**src/rtl/mpt_mem_arbiter.sv**
```systemverilog
// rtl/mpt_mem_arbiter.sv - two-walker MEM-port arbiter with request locking and in-order response routing
//
// Purpose:
//   Shares one MEM master port between the load-unit walker (slave 0) and
//   the store-unit walker (slave 1). Arbitration is round-robin. Once a
//   request is presented downstream but not accepted, the grant is locked to
//   that walker until its handshake completes. An in-order ID FIFO steers each
//   response back to the walker that issued the matching request. Neither the
//   request path nor the response path adds a cycle of latency.
//
// Ports:
//   clk_i, rst_ni             clock, asynchronous active-low reset
//   s{0,1}_mem_req/gnt        walker request handshake
//   s{0,1}_mem_addr/wdata/we/be  walker request fields
//   s{0,1}_mem_valid/rdata/error walker response
//   m_mem_req/gnt             downstream request handshake
//   m_mem_addr/wdata/we/be    forwarded request fields
//   m_mem_valid/rdata/error   downstream response
//   busy_o                    a request is pending or responses are outstanding
//   protocol_err_o            sticky: a response arrived with no outstanding ID

module mpt_mem_arbiter #(
  parameter int unsigned ADDR_WIDTH      = 64,
  parameter int unsigned DATA_WIDTH      = 64,
  parameter int unsigned MAX_OUTSTANDING = 2
) (
  input  logic                    clk_i,
  input  logic                    rst_ni,

  input  logic                    s0_mem_req,
  output logic                    s0_mem_gnt,
  input  logic [ADDR_WIDTH-1:0]   s0_mem_addr,
  input  logic [DATA_WIDTH-1:0]   s0_mem_wdata,
  input  logic                    s0_mem_we,
  input  logic [DATA_WIDTH/8-1:0] s0_mem_be,
  output logic                    s0_mem_valid,
  output logic [DATA_WIDTH-1:0]   s0_mem_rdata,
  output logic                    s0_mem_error,

  input  logic                    s1_mem_req,
  output logic                    s1_mem_gnt,
  input  logic [ADDR_WIDTH-1:0]   s1_mem_addr,
  input  logic [DATA_WIDTH-1:0]   s1_mem_wdata,
  input  logic                    s1_mem_we,
  input  logic [DATA_WIDTH/8-1:0] s1_mem_be,
  output logic                    s1_mem_valid,
  output logic [DATA_WIDTH-1:0]   s1_mem_rdata,
  output logic                    s1_mem_error,

  output logic                    m_mem_req,
  input  logic                    m_mem_gnt,
  output logic [ADDR_WIDTH-1:0]   m_mem_addr,
  output logic [DATA_WIDTH-1:0]   m_mem_wdata,
  output logic                    m_mem_we,
  output logic [DATA_WIDTH/8-1:0] m_mem_be,
  input  logic                    m_mem_valid,
  input  logic [DATA_WIDTH-1:0]   m_mem_rdata,
  input  logic                    m_mem_error,

  output logic                    busy_o,
  output logic                    protocol_err_o
);

  localparam int unsigned CNT_W = $clog2(MAX_OUTSTANDING + 1);
  localparam int unsigned PTR_W = (MAX_OUTSTANDING > 1) ? $clog2(MAX_OUTSTANDING) : 1;

  logic                       rr_q;
  logic                       lock_q;
  logic                       lock_id_q;
  logic [CNT_W-1:0]           count_q;
  logic [PTR_W-1:0]           rd_ptr_q;
  logic [PTR_W-1:0]           wr_ptr_q;
  logic [MAX_OUTSTANDING-1:0] id_fifo_q;
  logic                       protocol_err_q;

  logic sel;
  logic sel_req;
  logic fifo_full;
  logic fifo_nonempty;
  logic handshake;
  logic pop;
  logic head_id;

  function automatic logic [PTR_W-1:0] ptr_inc(input logic [PTR_W-1:0] p);
    return (p == PTR_W'(MAX_OUTSTANDING - 1)) ? '0 : p + 1'b1;
  endfunction

  // A locked walker keeps the port; otherwise a lone requester wins and a
  // tie goes to the round-robin favourite. With nobody requesting, sel falls
  // to 0 so the forwarded fields are slave 0's.
  always_comb begin
    sel = 1'b0;
    if (lock_q) begin
      sel = lock_id_q;
    end else if (s0_mem_req && s1_mem_req) begin
      sel = rr_q;
    end else if (s1_mem_req) begin
      sel = 1'b1;
    end
  end

  assign sel_req       = sel ? s1_mem_req : s0_mem_req;
  assign fifo_full     = (count_q == CNT_W'(MAX_OUTSTANDING));
  assign fifo_nonempty = (count_q != '0);

  // The full check uses the registered count, so a pop in the same cycle
  // does not unblock the request until the following cycle.
  assign m_mem_req   = sel_req & ~fifo_full;
  assign m_mem_addr  = sel ? s1_mem_addr  : s0_mem_addr;
  assign m_mem_wdata = sel ? s1_mem_wdata : s0_mem_wdata;
  assign m_mem_we    = sel ? s1_mem_we    : s0_mem_we;
  assign m_mem_be    = sel ? s1_mem_be    : s0_mem_be;

  assign handshake  = m_mem_req & m_mem_gnt;
  assign s0_mem_gnt = handshake & ~sel;
  assign s1_mem_gnt = handshake &  sel;

  // Responses with nothing outstanding are dropped rather than routed.
  assign pop          = m_mem_valid & fifo_nonempty;
  assign head_id      = id_fifo_q[rd_ptr_q];
  assign s0_mem_valid = pop & ~head_id;
  assign s1_mem_valid = pop &  head_id;
  assign s0_mem_rdata = m_mem_rdata;
  assign s1_mem_rdata = m_mem_rdata;
  assign s0_mem_error = m_mem_error;
  assign s1_mem_error = m_mem_error;

  assign busy_o         = fifo_nonempty | s0_mem_req | s1_mem_req;
  assign protocol_err_o = protocol_err_q;

  always_ff @(posedge clk_i or negedge rst_ni) begin
    if (!rst_ni) begin
      rr_q      <= 1'b0;
      lock_q    <= 1'b0;
      lock_id_q <= 1'b0;
    end else begin
      if (handshake) begin
        rr_q   <= ~sel;
        lock_q <= 1'b0;
      end else if (m_mem_req) begin
        // Presented but not accepted: hold the port for this walker.
        lock_q    <= 1'b1;
        lock_id_q <= sel;
      end
    end
  end

  always_ff @(posedge clk_i or negedge rst_ni) begin
    if (!rst_ni) begin
      count_q        <= '0;
      rd_ptr_q       <= '0;
      wr_ptr_q       <= '0;
      id_fifo_q      <= '0;
      protocol_err_q <= 1'b0;
    end else begin
      if (handshake) begin
        id_fifo_q[wr_ptr_q] <= sel;
        wr_ptr_q            <= ptr_inc(wr_ptr_q);
      end
      if (pop) begin
        rd_ptr_q <= ptr_inc(rd_ptr_q);
      end
      case ({handshake, pop})
        2'b10:   count_q <= count_q + CNT_W'(1);
        2'b01:   count_q <= count_q - CNT_W'(1);
        default: count_q <= count_q;
      endcase
      if (m_mem_valid && !fifo_nonempty) begin
        protocol_err_q <= 1'b1;
      end
    end
  end

endmodule

```
**config.mk**
```make
export PLATFORM = sky130hd
export DESIGN_NAME = mpt_mem_arbiter
export DESIGN_NICKNAME = d
export VERILOG_FILES = /design/src/rtl/mpt_mem_arbiter.sv
export SDC_FILE = /design/constraint.sdc
export NUM_CORES = 1
export LEC_CHECK = 0
export ABC_AREA = 1
export CAP_MARGIN = 10
export CORE_AREA = 2 2 241 243
export DETAILED_ROUTE_END_ITERATION = 7
export DIE_AREA = 0 0 243 245
export HOLD_SLACK_MARGIN = 0.1
export PLACE_DENSITY = 0.36
export SLEW_MARGIN = 0
export SYNTH_ARGS = -nofsm -noshare
export SYNTH_HDL_FRONTEND = slang
export SYNTH_SLANG_ARGS = --single-unit
```
**constraint.sdc**
```tcl
create_clock -name clk_i -period 1.5 [get_ports clk_i]
set_input_delay 0.15 -clock clk_i [delete_from_list [all_inputs] [get_ports clk_i]]
set_output_delay 0.15 -clock clk_i [all_outputs]
set_load 0.03 [all_outputs]
```
## Word-level counts from Yosys, hierarchy flattened

Index checks and enable logic that the tools add are counted.

| word-level totals | value |
|---|---|
| output and inout bits | 274 |
| register bits | 10 |
| bits of input ports | 345 |
| word-level logic and storage cells | 57 |

| cells by class | value |
|---|---|
| order comparisons | 3 |
| muxes and demuxes | 18 |
| reductions and logical operators | 8 |
| equality and inequality tests | 3 |
| add/subtract/negate cells | 4 |
| bitwise gates (word level) | 13 |

Operator list:

| operator | count |
|---|---|
| 64-bit two-way mux | 2 |
| 1-bit two-way mux | 12 |
| 8-bit two-way mux | 1 |
| 1-bit bitwise AND | 7 |
| 2-bit nonzero test | 3 |
| 2-bit == test, second input constant | 2 |
| 1-bit by 2-bit less-than comparator with 1-bit output, second input constant | 2 |
| 1-bit inverter | 4 |
| 2-bit one-hot mux with 2 select lines | 1 |
| 1-bit logical AND | 3 |
| 1-bit adder, second input constant | 2 |
| 2-bit by 1-bit adder with 2-bit output, second input constant | 1 |
| 2-bit bitwise mux | 1 |
| 2-bit by 1-bit == test with 1-bit output, second input constant | 1 |
| 1-bit bitwise OR | 2 |
| 2-bit AND reduction | 1 |
| 2-bit by 1-bit subtractor with 2-bit output, second input constant | 1 |
| 1-bit demux with 1-bit select | 1 |
| 1-bit >= comparator, second input constant | 1 |
| 1-bit logical NOT | 1 |

## Depth between registers and ports, before layout

Gate-level depths: netlist (run 1).

| logic depth | value |
|---|---|
| depth in word-level cells | 8 |
| depth in mapped cells | 9 |
| gate-level depth less buffers | 9 |

## Worst setup path before layout (run 1)

OpenSTA, ideal clock, no wires.

| path | value |
|---|---|
| kind | reg2reg |
| from | reg count_q[0] |
| to | reg count_q[1] |
| cell stages (with the launch flop) | 7 |
| buffers on the path | 0 |
| path slack | -0.114 ns |
| data required time | 1.369 ns |
| arrival time | 1.483 ns |
| period minus slack after synthesis | 1.614 ns |
| library setup time | 0.131 ns |
| cells stage by stage | dfrtp_1 > o21ai_0 > inv_1 > ha_1 > a21oi_1 > o21ai_0 > xor2_1 |

| on the way | value |
|---|---|
| elaborated cells on any way between the ends | 12 |
| classes of those cells | add/sub (2); eq/ne (3); mux (1); bitwise (4); reduce/logical (2) |

RTL lines:

| item | line | source |
|---|---|---|
| from (decl) | 70 | `logic [CNT_W-1:0] count_q;` |
| from (signal assigned) | 164 | `2'b10: count_q <= count_q + CNT_W'(1);` |
| from (signal assigned) | 165 | `2'b01: count_q <= count_q - CNT_W'(1);` |
| from (signal assigned) | 166 | `default: count_q <= count_q;` |
| 2-bit nonzero test * | 104 | `assign fifo_nonempty = (count_q != '0);` |
| 1-bit bitwise AND * | 119 | `assign pop = m_mem_valid & fifo_nonempty;` |
| named net pop | 81 | `logic pop;` |
| 2-bit by 1-bit == test with 1-bit output / 2-bit == test (equally long branches) | 163 | `case ({handshake, pop})` |
| 2-bit one-hot mux with 2 select lines / 2-bit nonzero test (equally long branches) | - |  |

Mark *: on every way through the listed nets, which the timed path passes. The rest lies on a longest branch.
A chain may end at the register's enable or synchronous reset.

## Final worst setup path (run 1)

| path | value |
|---|---|
| from | reg lock_q |
| to | out m_mem_addr[48] |

| on the way | value |
|---|---|
| longest elaborated chain between the ends | 2 |

RTL lines:

| item | line | source |
|---|---|---|
| from (decl) | 68 | `logic lock_q;` |
| from (signal assigned) | 134 | `lock_q <= 1'b0;` |
| from (signal assigned) | 139 | `lock_q <= 1'b0;` |
| from (signal assigned) | 142 | `lock_q <= 1'b1;` |
| 1-bit two-way mux | 93 | `if (lock_q) begin` |
| 64-bit two-way mux | 109 | `assign m_mem_addr = sel ? s1_mem_addr : s0_mem_addr;` |
| to (decl) | 52 | `output logic [ADDR_WIDTH-1:0] m_mem_addr,` |

No other way between the ends.

==> impl_results.md, run 1 <==
* Synth Area in XOR/XNOR at 0.007976
* CP delay by family, top: buffers and inverters
* Longest Clk Path Bufs at 2
* Power Density at 1769 nW/um2
* # setup viols final at 141
* Largest net degree at the start of global routing at 28
* Post-CTS Hold Buffers at 0
* Final Hold Vio Count at 0
* Final Critical Period at 1864 ps
* Crit path arrival time at 1710 ps
* CP required at 1350 ps
* Reg-to-reg slack, setup at -70 ps
* Hpwl dp at 16.57 mm
* Drt initial violations at 108
* Clock-pin slew on the worst setup and hold paths at 40 ps
* CTS tree: done
* Fmax at 0.5366 GHz
* Yosys reg bits at 10
* Slew Limit Fails at 0
* Synth Net Count at 984
* Mapped cell area at 3294 um2
* Failing checks: setup timing
* Core Region at 57030 um2
* Post-synthesis sequential area ratio at 0.07596
* Worst slew pin tran at 482.8 ps
* Main combinational cell family by area after synthesis: simple AND/OR/NAND/NOR gates
* Worst path most repeated cell: nand2_2
* Crit path kind: register to output port
* Worst-path cell chain: nor2_2, nand2_2, nand2_8, clkinv_8, buf_16, clkbuf_16, nand2_1, nand2_2, buf_12
* IO Pins at 619
* Initial antenna violation count at 3
* Max-Cap Viols at 0
* Antenna Nets Post-Route at 0
* Simple-gate share of the synthesized area at 0.5173
* Peak VDD IR at 0.0008739 V
* Most common cell after layout, fill and taps aside: nand2_1
* Via-to-Cell Ratio at 2.859
* Min-delay worst type: input pin to asynchronous set/reset pin
* Router iterations before antenna repair at 4
* Synth warn at 0
* RePlAce Congestion at 0.8559
* Area growth syn-to-layout at 166.7%
* Clock root buffer: clkbuf_16
* CP peak stage delay at 400 ps
* Worst setup SP type: register
* Multiplexer share of the synthesized area at 0
* Vias in the first global route at 5107
* CP Depth at 9
* Synth Area in Compound Gates at 0.009875
* DP Area at 7582 um2
* Vias at 4969
* CP endpoint kind: output port
* DRC violations left at 0
* # nets final at 1318
* H-tree Lvls at 1
* Crit-path max FO at 8
* DR WL/cell at 11.98 um
* Register-to-Register Path Depth at 8
* Post-synthesis instance total at 638
* Status: finished, violations left
* FP Rows at 88
* Die Height at 245 um
* Post-route setup slack at -363.6 ps
* Most frequent cells in the layout: 317 x nand2_1, 279 x clkdlybuf4s50_1, 101 x buf_6
* Worst setup path end: m_mem_addr[48]
* CP startpoint: lock_q
* CTS Sinks at 10
* Yosys cell types at 21
* Leakage power at 0.004034 uW
* Buf/Inv on CP at 4
* Initial Util at 0.05776
* DIE WIDTH at 243 um
* First-pass GRT wire length at 28.22 mm
* Unrepaired setup endpoints after global routing: yes
* Synth Area in Adders at 0.003798
* Full die area at 59540 um2
* Proportion of layout cells with a drive suffix above 1 at 0.3491
* Reg2Reg Capture Point: count_q[1]
* Hold_ws at 244.3 ps
* Crit-path slowest cell: dfrtp_1
* IO buf count at 423
* Slew HR at 0.6772
* Final Skew at 2.876 ps
* GRT Util Overall at 0.05956
* Syn_area_per_cell at 5.164 um2
* Clk_lat worst skew at 240 ps
* TritonCTS Buffers at 3
* Drt total wl at 20.82 mm
* Grt ovf at 0
* Reg-to-Reg Start: lock_q
* Cell area after layout at 8787 um2
* Fin crit share at 1.242
[flip-flops by register name, summed over array words and instances (netlist names)]
signal and count:
lock_id_q 1, id_fifo_q 2, count_q 2, wr_ptr_q 1, lock_q 1, protocol_err_o 1
rr_q 1, rd_ptr_q 1
[layer usage]
metal | routed length [um] | track usage
met5 | 13 | 0
met4 | 820 | 0.02256
met3 | 2607 | 0.03061
met2 | 9919 | 0.1034
met1 | 7461 | 0.06090
[per-stage QoR]
step                      setup TNS [ps]  power [uW]  utilization  instances  setup slack (ps)
final                             -41950       15540       0.1541       1738            -363.6
after global routing              -56500       16650       0.1541       1738            -478.5
after CTS                         -40160       13750       0.1394       1723            -344.0
after detailed placement          -45460       12530       0.1329       1718            -368.8
after global placement            -48950       12570       0.1329       1718            -393.3
after floorplan                   -48.11        7648            -        638            -48.11
[Yosys cell counts]
library cell	number	area, um2
o21ai_0	4	20.02
dfrtp_1	10	250.2
nand3b_1	1	7.510
a21o_1	1	7.510
nor2_2	1	6.260
inv_2	1	3.750
ha_1	1	12.51
xnor2_1	1	8.760
nand2_1	428	1607
nand2_2	1	6.260
buf_6	11	123.9
nand3_1	3	15.01
nand4_1	2	12.51
nor2_1	9	33.78
xor2_1	2	17.52
buf_2	6	30.03
buf_4	143	1074
nand3_2	1	10.01
a21oi_1	1	5.000
inv_1	10	37.54
or2_2	1	6.260
[kinds of logic after synthesis]
| kind of cell | Yosys count |
|---|---|
| adders and majority gates | 1 |
| xor gates and xnor gates | 3 |
| buffers and inverters | 171 |
| and+or+nand+nor | 447 |
| AOI/OAI and AO/OA | 6 |
| DFF | 10 |
[how the worst min path moves through the flow]
stage	start	end	slack, ps	cells after the start
global placement	m_mem_rdata[31]	s0_mem_rdata[31]	300	0
detailed placement	m_mem_rdata[31]	s0_mem_rdata[31]	300	0
finish	rst_ni	id_fifo_q[0]	240	1
global route	rst_ni	id_fifo_q[0]	280	1
floorplan	rst_ni	count_q[0]	-150	0
CTS	rst_ni	protocol_err_o	260	1
[area by class of cell]
| type | count | area, um2 |
|---|---|---|
| antenna | 2 | 5.005 |
| clock buffer | 4 | 88.84 |
| fill | 6580 | 48250 |
| inverter | 11 | 53.80 |
| multi-input combinational | 457 | 2257 |
| sequential | 10 | 250.2 |
| tap | 765 | 957.2 |
| timing repair buffer | 489 | 5175 |
[what timing repair did]
| action | 4_1_cts | 5_1_grt |
|---|---|---|
| setup buffers | 1 | 6 |
| cloned | 0 | 7 |
| pin swaps | 6 | 28 |
| setup endpoints to repair | 143 | 146 |
| resized for setup | 82 | 186 |
[power by group]
| part | switching (uW) | total [uW] | internal [uW] |
|---|---|---|---|
| registers | 96.3 | 493 | 397 |
| clock network | 133 | 535 | 402 |
| logic | 7950 | 14500 | 6570 |
Power figures use the tool's default switching activity.
==> run 2: changes to the inputs <==
- SETUP_SLACK_MARGIN: not set -> 0.15
- SKIP_LAST_GASP: not set -> 1
==> impl_results.md, run 2 (same netlist as run 1, synthesis figures left out) <==
* Filler cell count in the final layout at 6629
* Reg-to-Reg Start: lock_q
* Slew HR at 0.6448
* RePlAce Congestion at 0.8723
* # setup viols final at 142
* Worst setup SP type: register
* Drt total wl at 22.17 mm
* Router iterations before antenna repair at 4
* Most common cell after layout, fill and taps aside: nand2_1
* Post-route setup slack at -384.0 ps
* Crit-path max FO at 8
* CP startpoint: lock_q
* GRT Util Overall at 0.06220
* # nets final at 1319
* CP required at 1350 ps
* Drt initial violations at 100
* Crit path arrival time at 1730 ps
* Setup TNS at -43290 ps
* Clk_lat worst skew at 240 ps
* Pwr Total at 15860 uW
* N_diodes at 0
* First-pass GRT wire length at 29.09 mm
* Initial antenna violation count at 0
* DR WL/cell at 12.77 um
* Die Height at 245 um
* Final Critical Period at 1884 ps
* Worst slew pin tran at 531.1 ps
* DRC violations left at 0
* Worst-path cell chain: nor2_2, nand2_2, nand2_8, inv_16, buf_16, buf_4, nand2_1, nand2_2, buf_12
* Crit-path slowest cell: dfrtp_1
* Clock root buffer: clkbuf_16
* Unrepaired setup endpoints after global routing: yes
* Final Skew at 1.231 ps
* Worst path most repeated cell: nand2_2
* Vias at 4997
* Largest net degree at the start of global routing at 36
* Core Util, Final at 0.1534
* Top Registers: count_q (2), id_fifo_q (2)
* DIE WIDTH at 243 um
* Final Hold Vio Count at 0
* Leakage power at 0.003986 uW
* Fmax at 0.5308 GHz
* IO buf count at 423
* TritonCTS Buffers at 3
* Min-delay worst type: input pin to register
* Power Density at 1812 nW/um2
* Post-Layout Cell Count at 1737
* CP peak stage delay at 410 ps
* Failing checks: setup timing
* Status: finished, violations left
* H-tree Lvls at 1
* Fin crit share at 1.256
* Crit path kind: register to output port
* Core Region at 57030 um2
* CP endpoint kind: output port
* CTS tree: done
* Via-to-Cell Ratio at 2.877
* Min-Delay Startpoint: m_mem_valid
* Initial Util at 0.05776
* Longest Clk Path Bufs at 2
* Clock-pin slew on the worst setup and hold paths at 40 ps
* Grt ovf at 0
* Area growth syn-to-layout at 165.6%
* Full die area at 59540 um2
* Peak VDD IR at 0.0007329 V
* Proportion of layout cells with a drive suffix above 1 at 0.3889
* Post-placement cell count at 1710
* Vias in the first global route at 4923
* CTS Sinks at 10
* Max-Cap Viols at 0
* FP Rows at 88
* Most frequent cells in the layout: 283 x nand2_1, 277 x clkdlybuf4s50_1, 137 x nand2_2
* IO Pins at 619
* Antenna Nets Post-Route at 0
* Hold_ws at 217.0 ps
* Slew Limit Fails at 0
* Hpwl dp at 17.33 mm
-- run 2: critical path, delay by kind of cell (launching register included) --
family	cells	cell delay, ps
simple gates	5	530
flops	1	410
buf+inv	4	520
-- run 2: per-layer routing --
layer	up-vias	global-route usage	share of wire
met3	28	0.03061	0.12
li1	2438	-	-
met1	2124	0.06822	0.38
met2	405	0.1052	0.47
met4	2	0.01768	0.029
met5	-	0.007353	0.0026
-- run 2: power by group --
group / internal [uW] / switching (uW)
registers: 397 / 108
clock network: 402 / 135
logic: 6620 / 8200
total: 7410 / 8440
-- run 2: cell type report --
class	instances	area, um2	area share
clock buffer	4	88.84	0.01015
inverter	11	57.56	0.006578
multi-input combinational	457	2253	0.2575
sequential	10	250.2	0.02860
tap	765	957.2	0.1094
timing repair buffer	490	5142	0.5877
-- run 2: final timing paths --
path	cells past startpoint	slack [ps]	end
hold reg to reg	1	460	protocol_err_o
setup / recovery	9	-380	m_mem_wdata[28]
min in group asynchronous	1	270	protocol_err_o
hold / removal	2	220	protocol_err_o
setup reg to reg	9	-180	count_q[1]
max in group asynchronous	1	880	wr_ptr_q
-- run 2: repair_timing --
action                                  in CTS  in global routing
buffers inserted                             9                  5
gates resized for setup                     86                 45
hold buffers                                 0                  0
gates cloned                                 2                  7
endpoints found under the setup margin     149                149
pin swaps                                   16                 10
-- run 2: per-stage QoR --
stage | cell area (um2) | setup slack [ps]
4_1_cts | 8366 | -398.5
2_1_floorplan | 3566 | -47.76
5_1_grt | 8750 | -477.1
6_report | 8750 | -384.0
3_5_place_dp | 7885 | -462.8
3_3_place_gp | 7885 | -481.8
==> run 3: changes to the inputs <==
- GPL_ROUTABILITY_DRIVEN: not set -> 0
==> results of run 3 <==
The final DEF is identical to that of run 2; final timing and power are the same.
